<file path="config.mk">
export PLATFORM = sky130hd
export DESIGN_NAME = conv_2by2_addr_sequencer
export DESIGN_NICKNAME = d
export VERILOG_FILES = /design/src/rtl/conv_2by2_pkg.sv /design/src/rtl/conv_filter_addr_map.sv /design/src/rtl/conv_2by2_addr_sequencer.sv
export SDC_FILE = /design/constraint.sdc
export NUM_CORES = 1
export LEC_CHECK = 0
export CORE_UTILIZATION = 49
export CTS_BUF_LIST = sky130_fd_sc_hd__clkbuf_4 sky130_fd_sc_hd__clkbuf_8 sky130_fd_sc_hd__clkbuf_16
export DETAILED_ROUTE_END_ITERATION = 6
export PLACE_DENSITY = 0.77
export SETUP_SLACK_MARGIN = 0.05
export SLEW_MARGIN = 15
export SYNTH_ARGS = -nofsm -noshare
export SYNTH_HDL_FRONTEND = slang
export SYNTH_SLANG_ARGS = --single-unit
</file>
<file path="constraint.sdc">
create_clock -name clk -period 3.3 [get_ports clk]
set_input_delay 0.66 -clock clk [delete_from_list [all_inputs] [get_ports clk]]
set_output_delay 0.66 -clock clk [all_outputs]
set_load 0.01 [all_outputs]
</file>
<file path="src/rtl/conv_2by2_pkg.sv">
// Shared constants and state type for the 2x2 convolution address sequencer.
package conv_2by2_pkg;

    // Default location of the zero word and of filter element b00.
    localparam int DEFAULT_ZERO_ADDR   = 25;
    localparam int DEFAULT_FILTER_BASE = 24;

    // Step counter width and the step numbers that shape the sequence.
    localparam int STEP_W = 5;
    localparam logic [STEP_W-1:0] LAST_STEP          = 5'd24;
    localparam logic [STEP_W-1:0] FILTER1_LAST_STEP  = 5'd10;
    localparam logic [STEP_W-1:0] INPUT_RESTART_STEP = 5'd12;
    localparam logic [STEP_W-1:0] FILTER2_START_STEP = 5'd13;
    localparam logic [STEP_W-1:0] FILTER2_LAST_STEP  = 5'd23;
    // Second input pass starts at step 12 but re-reads from address 4.
    localparam logic [STEP_W-1:0] INPUT_REWIND       = 5'd8;

    // Steps at which a finished C result can be read from the buffer.
    localparam logic [STEP_W-1:0] BUF0_STEP = 5'd10;
    localparam logic [STEP_W-1:0] BUF1_STEP = 5'd11;
    localparam logic [STEP_W-1:0] BUF2_STEP = 5'd23;
    localparam logic [STEP_W-1:0] BUF3_STEP = 5'd24;

    typedef enum logic [1:0] {
        IDLE = 2'd0,
        RUN  = 2'd1,
        DONE = 2'd2
    } seq_state_t;

endpackage

</file>
<file path="src/rtl/conv_filter_addr_map.sv">
// Maps filter feed index k (0..10) to a filter memory address. Every fourth
// slot is a zero bubble; the remaining slots walk down from FILTER_BASE.
module conv_filter_addr_map #(
    parameter int ADDR_W      = 8,
    parameter int ZERO_ADDR   = 25,
    parameter int FILTER_BASE = 24
) (
    input  logic [3:0]        k,
    output logic [ADDR_W-1:0] addr
);

    localparam logic [ADDR_W-1:0] ZERO_A = ADDR_W'(ZERO_ADDR);
    localparam logic [ADDR_W-1:0] BASE_A = ADDR_W'(FILTER_BASE);

    // Number of real filter words already issued before slot k.
    logic [3:0] rank;
    assign rank = k - {2'b00, k[3:2]};

    // Bubble on k mod 4 == 3, otherwise descending filter address.
    always_comb begin
        if (k[1:0] == 2'b11) begin
            addr = ZERO_A;
        end else begin
            addr = BASE_A - ADDR_W'(rank);
        end
    end

endmodule

</file>
<file path="src/rtl/conv_2by2_addr_sequencer.sv">
// Drives the address/enable inputs of the 2x2 systolic convolution block
// through one 25-step sequence per accepted start. All outputs registered.
module conv_2by2_addr_sequencer
    import conv_2by2_pkg::*;
#(
    parameter int ADDR_W      = 8,
    parameter int ZERO_ADDR   = DEFAULT_ZERO_ADDR,
    parameter int FILTER_BASE = DEFAULT_FILTER_BASE
) (
    input  logic              clk,
    input  logic              rst,
    input  logic              start,
    input  logic              hold,
    output logic [ADDR_W-1:0] input_array_addr_out,
    output logic [ADDR_W-1:0] filter_first_addr_out,
    output logic [ADDR_W-1:0] filter_second_addr_out,
    output logic [1:0]        buffer_read_addr_out,
    output logic              buffer_read_valid,
    output logic              sys_2by2_en_out,
    output logic              busy,
    output logic              done
);

    localparam logic [ADDR_W-1:0] ZERO_A = ADDR_W'(ZERO_ADDR);

    seq_state_t        state_reg;
    logic [STEP_W-1:0] step_reg;
    logic [STEP_W-1:0] step_next;
    logic [STEP_W-1:0] k2_wide;
    logic [3:0]        k1;
    logic [3:0]        k2;
    logic [ADDR_W-1:0] map1_addr;
    logic [ADDR_W-1:0] map2_addr;
    logic [ADDR_W-1:0] in_addr_next;
    logic [ADDR_W-1:0] f1_addr_next;
    logic [ADDR_W-1:0] f2_addr_next;
    logic [1:0]        buf_addr_next;
    logic              buf_valid_next;

    logic [ADDR_W-1:0] in_addr_reg;
    logic [ADDR_W-1:0] f1_addr_reg;
    logic [ADDR_W-1:0] f2_addr_reg;
    logic [1:0]        buf_addr_reg;
    logic              buf_valid_reg;
    logic              en_reg;
    logic              busy_reg;
    logic              done_reg;

    // The step about to be loaded: 0 on start, otherwise the following step.
    assign step_next = (state_reg == IDLE) ? '0 : step_reg + 5'd1;
    assign k1        = step_next[3:0];
    assign k2_wide   = step_next - FILTER2_START_STEP;
    assign k2        = k2_wide[3:0];

    conv_filter_addr_map #(
        .ADDR_W      (ADDR_W),
        .ZERO_ADDR   (ZERO_ADDR),
        .FILTER_BASE (FILTER_BASE)
    ) u_map_first (
        .k    (k1),
        .addr (map1_addr)
    );

    conv_filter_addr_map #(
        .ADDR_W      (ADDR_W),
        .ZERO_ADDR   (ZERO_ADDR),
        .FILTER_BASE (FILTER_BASE)
    ) u_map_second (
        .k    (k2),
        .addr (map2_addr)
    );

    // Output values for step_next; the second filter ceiling lags the
    // input restart by one cycle to match the systolic skew.
    always_comb begin
        in_addr_next   = ZERO_A;
        f1_addr_next   = ZERO_A;
        f2_addr_next   = ZERO_A;
        buf_addr_next  = buf_addr_reg;
        buf_valid_next = 1'b0;

        if (step_next < INPUT_RESTART_STEP) begin
            in_addr_next = ADDR_W'(step_next);
        end else if (step_next < LAST_STEP) begin
            in_addr_next = ADDR_W'(step_next - INPUT_REWIND);
        end

        if (step_next <= FILTER1_LAST_STEP) begin
            f1_addr_next = map1_addr;
        end

        if (step_next >= FILTER2_START_STEP && step_next <= FILTER2_LAST_STEP) begin
            f2_addr_next = map2_addr;
        end

        case (step_next)
            BUF0_STEP: begin buf_addr_next = 2'd0; buf_valid_next = 1'b1; end
            BUF1_STEP: begin buf_addr_next = 2'd1; buf_valid_next = 1'b1; end
            BUF2_STEP: begin buf_addr_next = 2'd2; buf_valid_next = 1'b1; end
            BUF3_STEP: begin buf_addr_next = 2'd3; buf_valid_next = 1'b1; end
            default:   begin end
        endcase
    end

    // Sequencer FSM with all outputs registered.
    always_ff @(posedge clk) begin
        if (rst) begin
            state_reg     <= IDLE;
            step_reg      <= '0;
            in_addr_reg   <= ZERO_A;
            f1_addr_reg   <= ZERO_A;
            f2_addr_reg   <= ZERO_A;
            buf_addr_reg  <= 2'd0;
            buf_valid_reg <= 1'b0;
            en_reg        <= 1'b0;
            busy_reg      <= 1'b0;
            done_reg      <= 1'b0;
        end else begin
            done_reg <= 1'b0;
            case (state_reg)
                IDLE: begin
                    en_reg        <= 1'b0;
                    buf_valid_reg <= 1'b0;
                    if (start) begin
                        state_reg     <= RUN;
                        step_reg      <= '0;
                        in_addr_reg   <= in_addr_next;
                        f1_addr_reg   <= f1_addr_next;
                        f2_addr_reg   <= f2_addr_next;
                        buf_addr_reg  <= buf_addr_next;
                        buf_valid_reg <= buf_valid_next;
                        en_reg        <= 1'b1;
                        busy_reg      <= 1'b1;
                    end
                end
                RUN: begin
                    if (hold) begin
                        en_reg        <= 1'b0;
                        buf_valid_reg <= 1'b0;
                    end else if (step_reg == LAST_STEP) begin
                        state_reg     <= DONE;
                        in_addr_reg   <= ZERO_A;
                        f1_addr_reg   <= ZERO_A;
                        f2_addr_reg   <= ZERO_A;
                        buf_valid_reg <= 1'b0;
                        en_reg        <= 1'b0;
                        done_reg      <= 1'b1;
                    end else begin
                        step_reg      <= step_next;
                        in_addr_reg   <= in_addr_next;
                        f1_addr_reg   <= f1_addr_next;
                        f2_addr_reg   <= f2_addr_next;
                        buf_addr_reg  <= buf_addr_next;
                        buf_valid_reg <= buf_valid_next;
                        en_reg        <= 1'b1;
                    end
                end
                DONE: begin
                    state_reg <= IDLE;
                    step_reg  <= '0;
                    busy_reg  <= 1'b0;
                    en_reg    <= 1'b0;
                end
                default: begin
                    state_reg <= IDLE;
                end
            endcase
        end
    end

    assign input_array_addr_out   = in_addr_reg;
    assign filter_first_addr_out  = f1_addr_reg;
    assign filter_second_addr_out = f2_addr_reg;
    assign buffer_read_addr_out   = buf_addr_reg;
    assign buffer_read_valid      = buf_valid_reg;
    assign sys_2by2_en_out        = en_reg;
    assign busy                   = busy_reg;
    assign done                   = done_reg;

endmodule

</file>
# Yosys cells after proc, flatten, opt, wreduce, memory -nomap -nowiden
# Cells that the tools add are included.
[totals]
reg_bits = 37
in_bits = 4
out_inout_bits = 30
word_cells = 92
[classes]
n_addsub = 7
magnitude_cmp = 5
n_eq_ne = 13
n_mux = 44
n_bitwise = 1
reduce_logical = 12
[ops]
columns = ["cell", "n"]
rows = [
  ["$mux 8", 15],
  ["$pmux 8 s2", 3],
  ["$mux 5", 4],
  ["$eq 5x5->1 const B", 3],
  ["$pmux 5 s3", 1],
  ["$mux 2", 6],
  ["$sub 5x4->6 const A", 2],
  ["$eq 5x4->1 const B", 2],
  ["$mux 1", 9],
  ["$ne 2x2->1 const B", 4],
  ["$pmux 2 s2", 2],
  ["$pmux 2 s4", 1],
  ["$reduce_and 4->1", 2],
  ["$sub 4x2->4", 2],
  ["$eq 2x2->1 const B", 3],
  ["$reduce_and 3->1", 2],
  ["$sub 5x4->6 const B", 1],
  ["$add 5x1->5 const B", 1],
  ["$ge 5x4->1 const B", 1],
  ["$le 5x4->1 const B", 1],
  ["$le 5x5->1 const B", 1],
  ["$lt 5x4->1 const B", 1],
  ["$lt 5x5->1 const B", 1],
  ["$pmux 1 s2", 2],
  ["11 further kinds", 12],
]

# Longest topological paths before layout
[depth]
depth_word = 10
mapped_depth = 18
mapped_depth_nobuf = 15

# By module
# Synthesis repeated with hierarchy kept, for this count alone.
[unflattened]
cells_unflattened = 263
area_unflattened_um2 = 2177.1
[by_module_without_submodules]
columns = ["mod", "instances", "cells_per_inst", "area_per_inst_um2", "seq_area_each_um2"]
rows = [
  ["conv_2by2_addr_sequencer", 1, 211, 1786.7, 700.7],
  ["conv_filter_addr_map", 2, 26, 195.2, 0.0],
]

# Worst setup path after synthesis
# No wires, ideal clock.
[synth_timing]
path_kind = "register to register"
start = "reg state_reg[0]"
end = "reg f2_addr_reg[3] (netlist: filter_second_addr_out[3])"
setup_time_ps = 133
arrival_time_ps = 3397
t_required_ps = 3167
path_slack_ps = -230
path_stages_with_launch = 18
path_buffers = 2
synth_period_minus_slack_ps = 3530
path_cell_list = "dfxtp_1 > inv_1 > ha_1 > buf_2 > nor2_1 > inv_1 > ha_1 > clkbuf_1 > xnor2_1 > xnor2_1 > ha_1 > nand2b_1 > a21oi_1 > a221o_1 > o31a_1 > o211ai_1 > xor2_1 > a31oi_1"
[synth_via]
elab_chain_len = 10
word_cells_on_any_way = 20
classes_between = "3 x add/sub; 2 x order compare; 4 x eq/ne; 7 x mux; 4 x reduce/logical"
[synth_rtl]
columns = ["element", "line_no", "rtl"]
rows = [
  ["start, declared", "conv_2by2_addr_sequencer.sv:26", "seq_state_t state_reg;"],
  ["start signal, assigned", "conv_2by2_addr_sequencer.sv:108", "state_reg <= IDLE;"],
  ["start signal, assigned", "conv_2by2_addr_sequencer.sv:125", "state_reg <= RUN;"],
  ["start signal, assigned", "conv_2by2_addr_sequencer.sv:141", "state_reg <= DONE;"],
  ["$logic_not 2->1", "conv_2by2_addr_sequencer.sv:50, conv_2by2_addr_sequencer.sv:120", ""],
  ["$mux 5", "conv_2by2_addr_sequencer.sv:50", "assign step_next = (state_reg == IDLE) ? '0 : step_reg + 5'd1;"],
  ["$sub 4x4->4", "conv_2by2_addr_sequencer.sv:52", "assign k2_wide = step_next - FILTER2_START_STEP;"],
  ["$sub 4x2->4", "conv_filter_addr_map.sv:17", "assign rank = k - {2'b00, k[3:2]};"],
  ["$sub 5x4->6", "conv_filter_addr_map.sv:24", "addr = BASE_A - ADDR_W'(rank);"],
  ["$mux 8", "conv_filter_addr_map.sv:21", "if (k[1:0] == 2'b11) begin"],
  ["$mux 8", "conv_2by2_addr_sequencer.sv:92", "if (step_next >= FILTER2_START_STEP && step_next <= FILTER2_LAST_STEP) begin"],
  ["$mux 8", "conv_2by2_addr_sequencer.sv:140", "end else if (step_reg == LAST_STEP) begin"],
  ["$mux 8", "conv_2by2_addr_sequencer.sv:137", "if (hold) begin"],
  ["$pmux 8 s2", "conv_2by2_addr_sequencer.sv:120", "case (state_reg)"],
  ["end signal, assigned", "conv_2by2_addr_sequencer.sv:129", "f2_addr_reg <= f2_addr_next;"],
  ["end signal, assigned", "conv_2by2_addr_sequencer.sv:152", "f2_addr_reg <= f2_addr_next;"],
  ["end, declared", "conv_2by2_addr_sequencer.sv:42", "logic [ADDR_W-1:0] f2_addr_reg;"],
]
# Parallel ways exist; a longest one is shown, timed or not. The select of a mux whose other input is x is not followed.
# A chain may end at the register's enable or synchronous reset.

# Worst setup path after layout
[layout_timing]
start = "reg step_reg[0]"
end = "reg f2_addr_reg[4] (netlist: filter_second_addr_out[4])"
[layout_via]
elab_chain_len = 10
word_cells_on_any_way = 16
classes_between = "4 x add/sub; 2 x order compare; 2 x eq/ne; 7 x mux; 1 x reduce/logical"
[layout_rtl]
columns = ["element", "line_no", "rtl"]
rows = [
  ["start, declared", "conv_2by2_addr_sequencer.sv:27", "logic [STEP_W-1:0] step_reg;"],
  ["start signal, assigned", "conv_2by2_addr_sequencer.sv:149", "step_reg <= step_next;"],
  ["$add 5x1->5", "conv_2by2_addr_sequencer.sv:50", ""],
  ["$mux 5", "conv_2by2_addr_sequencer.sv:50", ""],
  ["$sub 4x4->4", "conv_2by2_addr_sequencer.sv:52", ""],
  ["$sub 4x2->4", "conv_filter_addr_map.sv:17", ""],
  ["$sub 5x4->6", "conv_filter_addr_map.sv:24", ""],
  ["$mux 8", "conv_filter_addr_map.sv:21", ""],
  ["$mux 8", "conv_2by2_addr_sequencer.sv:92", ""],
  ["$mux 8", "conv_2by2_addr_sequencer.sv:140", ""],
  ["$mux 8", "conv_2by2_addr_sequencer.sv:137", ""],
  ["$pmux 8 s2 *", "conv_2by2_addr_sequencer.sv:120", ""],
]
# Mark *: on every way between the ends. The rest lies on a longest branch, timed or not. The select of a mux whose other input is x is not followed.

==> summary.txt <==
=================================================================================
Antenna fix cells ..................................................            0
Total number of yosys warnings .....................................            0
Final period util ..................................................        93.5%
Die Wd .............................................................      68.5 um
Core footprint .....................................................    4120 um^2
Global-route congestion overflow total .............................            0
Post-route DRC violation count .....................................            0
Max-slew violation count ...........................................            0
Max-slew headroom ..................................................        51.5%
Iteration-0 DRC count of the detailed router .......................          176
Final setup violation count ........................................            0
GR Layer Usage met1 ................................................        30.4%
CTS HTree Levels ...................................................            2
Number of instances in the synthesized netlist .....................          264
Vias per cell ......................................................         5.77
Post-detailed-routing wire length ..................................      5380 um
Cell type with the highest occurrence count on the critical path ... sky130_fd_sc_hd__ha_1
GR peak layer ......................................................         met2
Leakage power of the design ........................................      1.02 nW
Count of TritonRoute iterations in the first routing pass ..........            4
Vias in the first global route .....................................         1893
Hold-fix buffers at CTS ............................................            0
P per Cell Area ....................................................  341 nW/um^2
Y dimension of the die .............................................      68.5 um
Worst min-delay path category ......................................   reg -> reg
Number of endpoints with negative hold slack in the final report ...            0
Total negative setup slack .........................................         0 ns
Max stage delay on crit path .......................................      0.36 ns
Met3 Resource Use GR ...............................................        7.17%
List of cells traversed by the critical path ....................... ha_1 > xnor2_2 > buf_4 > nor2_2 > inv_2 > ha_1 > inv_1 > ha_2 > nand2b_1 > a21oi_1 > a221o_1 > o31a_1 > o21ai_0 > a31oi_1 > or2_1
Mean Syn Cell Area .................................................    8.20 um^2
Total routing usage reported by global routing .....................        25.4%
Met2 track utilization from global routing .........................        42.4%
Reg2Reg Setup Slack ................................................      0.22 ns
Number of antenna-violating nets in the routed design ..............            0
Clock latency on the worst-skew pair ...............................      0.28 ns
Top cell type's share of synthesized area ..........................        26.8%
Crit path arrival time .............................................      3.25 ns
Clock Path Buffers .................................................            2
Initial antenna violation count ....................................            0
Outcome ............................................................ complete, no violations
Post-layout minimum cycle time .....................................      3.08 ns
Register clock-pin slew on the reported worst setup and hold paths .      0.06 ns
Post-synthesis register bit count ..................................           29
Post-synthesis sequential area ratio ...............................        26.8%
Highest fanout seen on the critical path ...........................            7
Largest clock skew in the final design .............................   0.00430 ns
Number of filler instances in the final layout .....................          379
I/O pin total ......................................................           34
Total standard cell area after synthesis ...........................    2160 um^2
HPWL after detailed placement ......................................      3860 um
Dominant register cell in the synthesized netlist .................. sky130_fd_sc_hd__dfxtp_1
CTS buffer count ...................................................            5
Number of unique standard cell types used by synthesis .............           54
# nets final .......................................................          321
Layout cells sized above 1 .........................................        15.9%
Cell with the most instances after synthesis ....................... sky130_fd_sc_hd__dfxtp_1
Slowest stage cell on the critical path ............................ sky130_fd_sc_hd__dfxtp_4
Total clock sinks ..................................................           29
Pin count of the biggest net entering global routing ...............           17
Synth async-reset ratio ............................................           0%
Number of placement rows ...........................................           23
Die area ...........................................................    4690 um^2
Type of origin of the critical path ................................    flip-flop
Peak VDD IR ........................................................   0.000219 V
Clock root buffer .................................................. sky130_fd_sc_hd__clkbuf_8
Count of flip-flops with a built-in enable after synthesis .........            0
Flip-flop count of the largest register after layout ...............            6
Clock tree from TritonCTS ..........................................         done
Overall via count from detail_route ................................         1996
Most area-consuming cells after synthesis .......................... sky130_fd_sc_hd__dfxtp_1 (27%), sky130_fd_sc_hd__ha_1 (12%), sky130_fd_sc_hd__a21oi_1 (4.9%)
End-of-flow core utilization .......................................        64.7%
Commonest cells in the netlist ..................................... sky130_fd_sc_hd__dfxtp_1 (29), sky130_fd_sc_hd__a21oi_1 (21), sky130_fd_sc_hd__nor2_1 (21)
First-pass GRT wire length .........................................      8650 um
Data required time at the worst endpoint ...........................      3.46 ns
Relative area change from synthesis to final layout ................        23.0%
Average routed wire per standard cell ..............................      15.5 um
Max-capacitance violation count ....................................            0
Most area-hungry cell type in the Yosys netlist .................... sky130_fd_sc_hd__dfxtp_1
Highest clock frequency the design can meet ........................    0.324 GHz
Type of the worst setup path .......................................   reg -> reg
Slew at the pin closest to its max-slew limit ......................     0.723 ns
Final worst setup slack ............................................     0.215 ns
Setup repair after global routing missed its margin ................        false
Starting Density ...................................................        52.6%
Final weighted congestion in routability-driven placement ..........        0.873
Type of element capturing the critical path ........................    flip-flop
Worst setup slack before clock tree synthesis ......................    0.0572 ns
Port Buf Inserts ...................................................           27
=================================================================================
==> worst paths after layout <==
| check | depth (start not counted) | from | endpoint |
|---|---|---|---|
| hold / removal | 2 | input_array_addr_out[1] | input_array_addr_out[1] |
| setup / recovery | 15 | step_reg[0] | filter_second_addr_out[4] |
| setup reg to reg | 15 | step_reg[0] | filter_second_addr_out[4] |
| hold reg to reg | 2 | input_array_addr_out[1] | input_array_addr_out[1] |
==> what timing repair did <==
item	CTS	global route
endpoints found under the hold margin	0	0
pin swaps	0	3
resized for setup	2	7
setup endpoints to repair	2	4
setup buffers	0	2
==> placed cells by master, fill, tap and decap left out, drive strengths merged, types with 2 or more instances in the layout <==
master / synthesis / layout
o2111ai: 2 / 2
a31oi: 3 / 3
mux2i: 4 / 4
nand4: 4 / 4
nand3: 13 / 13
nor3: 10 / 10
o21ai: 10 / 10
a211oi: 5 / 5
xor2: 4 / 4
a22oi: 3 / 3
ha: 20 / 20
nor2: 22 / 22
a211o: 2 / 2
clkbuf: 10 / 7
clkdlybuf4s50: 0 / 27
dfxtp: 29 / 29
nand2: 18 / 18
or2: 3 / 3
a41oi: 2 / 2
nand2b: 6 / 6
nor4: 4 / 4
conb: 1 / 6
a32oi: 3 / 3
a21oi: 22 / 22
and3: 2 / 2
buf: 13 / 16
o22ai: 2 / 2
xnor2: 10 / 10
nor2b: 4 / 4
inv: 17 / 17
==> cell type report <==
class                      count  area, um^2  share of cell area, %
tap                           50        62.6                   2.35
multi-input combinational    200        1470                   55.0
timing repair buffer          43         390                   14.7
sequential                    29         588                   22.1
clock buffer                   7        90.1                   3.38
inverter                      17        66.3                   2.49
==> metrics by stage <==
step | hold WS, ns | cell area [um^2] | instances | power [mW]
finish | 0.455 | 2660 | 346 | 0.907
global placement | 0.444 | 2510 | 337 | 0.597
detailed placement | 0.451 | 2510 | 337 | 0.601
floorplan | 0.466 | 2220 | 269 | 0.532
CTS | 0.457 | 2610 | 344 | 0.904
global route | 0.477 | 2660 | 346 | 0.951
==> power breakdown <==
part           internal, mW  leakage (nW)  total (mW)  switching, mW
Combinational         0.103         0.735       0.234          0.130
Clock                 0.173        0.0477       0.302          0.129
Sequential            0.363         0.238       0.370        0.00724
==> cell families after synthesis <==
kind of cell / after synthesis / synth area share [%]
other cells: 1 / 0.173
mux: 4 / 2.43
fa+ha+maj: 21 / 12.5
simple gates: 90 / 22.8
buf+inv: 40 / 9.13
xor+xnor: 15 / 6.70
flops: 29 / 26.8
compound gates: 64 / 19.4
==> critical path: cells and delay by family, from the launching register on <==
kind	cells	cell delay [ns]
compound gates	5	0.91
xor+xnor	1	0.19
fa+ha+maj	3	0.74
buf+inv	3	0.33
flops	1	0.36
simple gates	3	0.43
==> layer usage <==
layer,vias up,share of wire (%)
met5,-,0
met4,0,0.78
met3,2,6.3
met2,63,50
met1,942,43
li1,989,-
(Power assumes the default switching activity.)
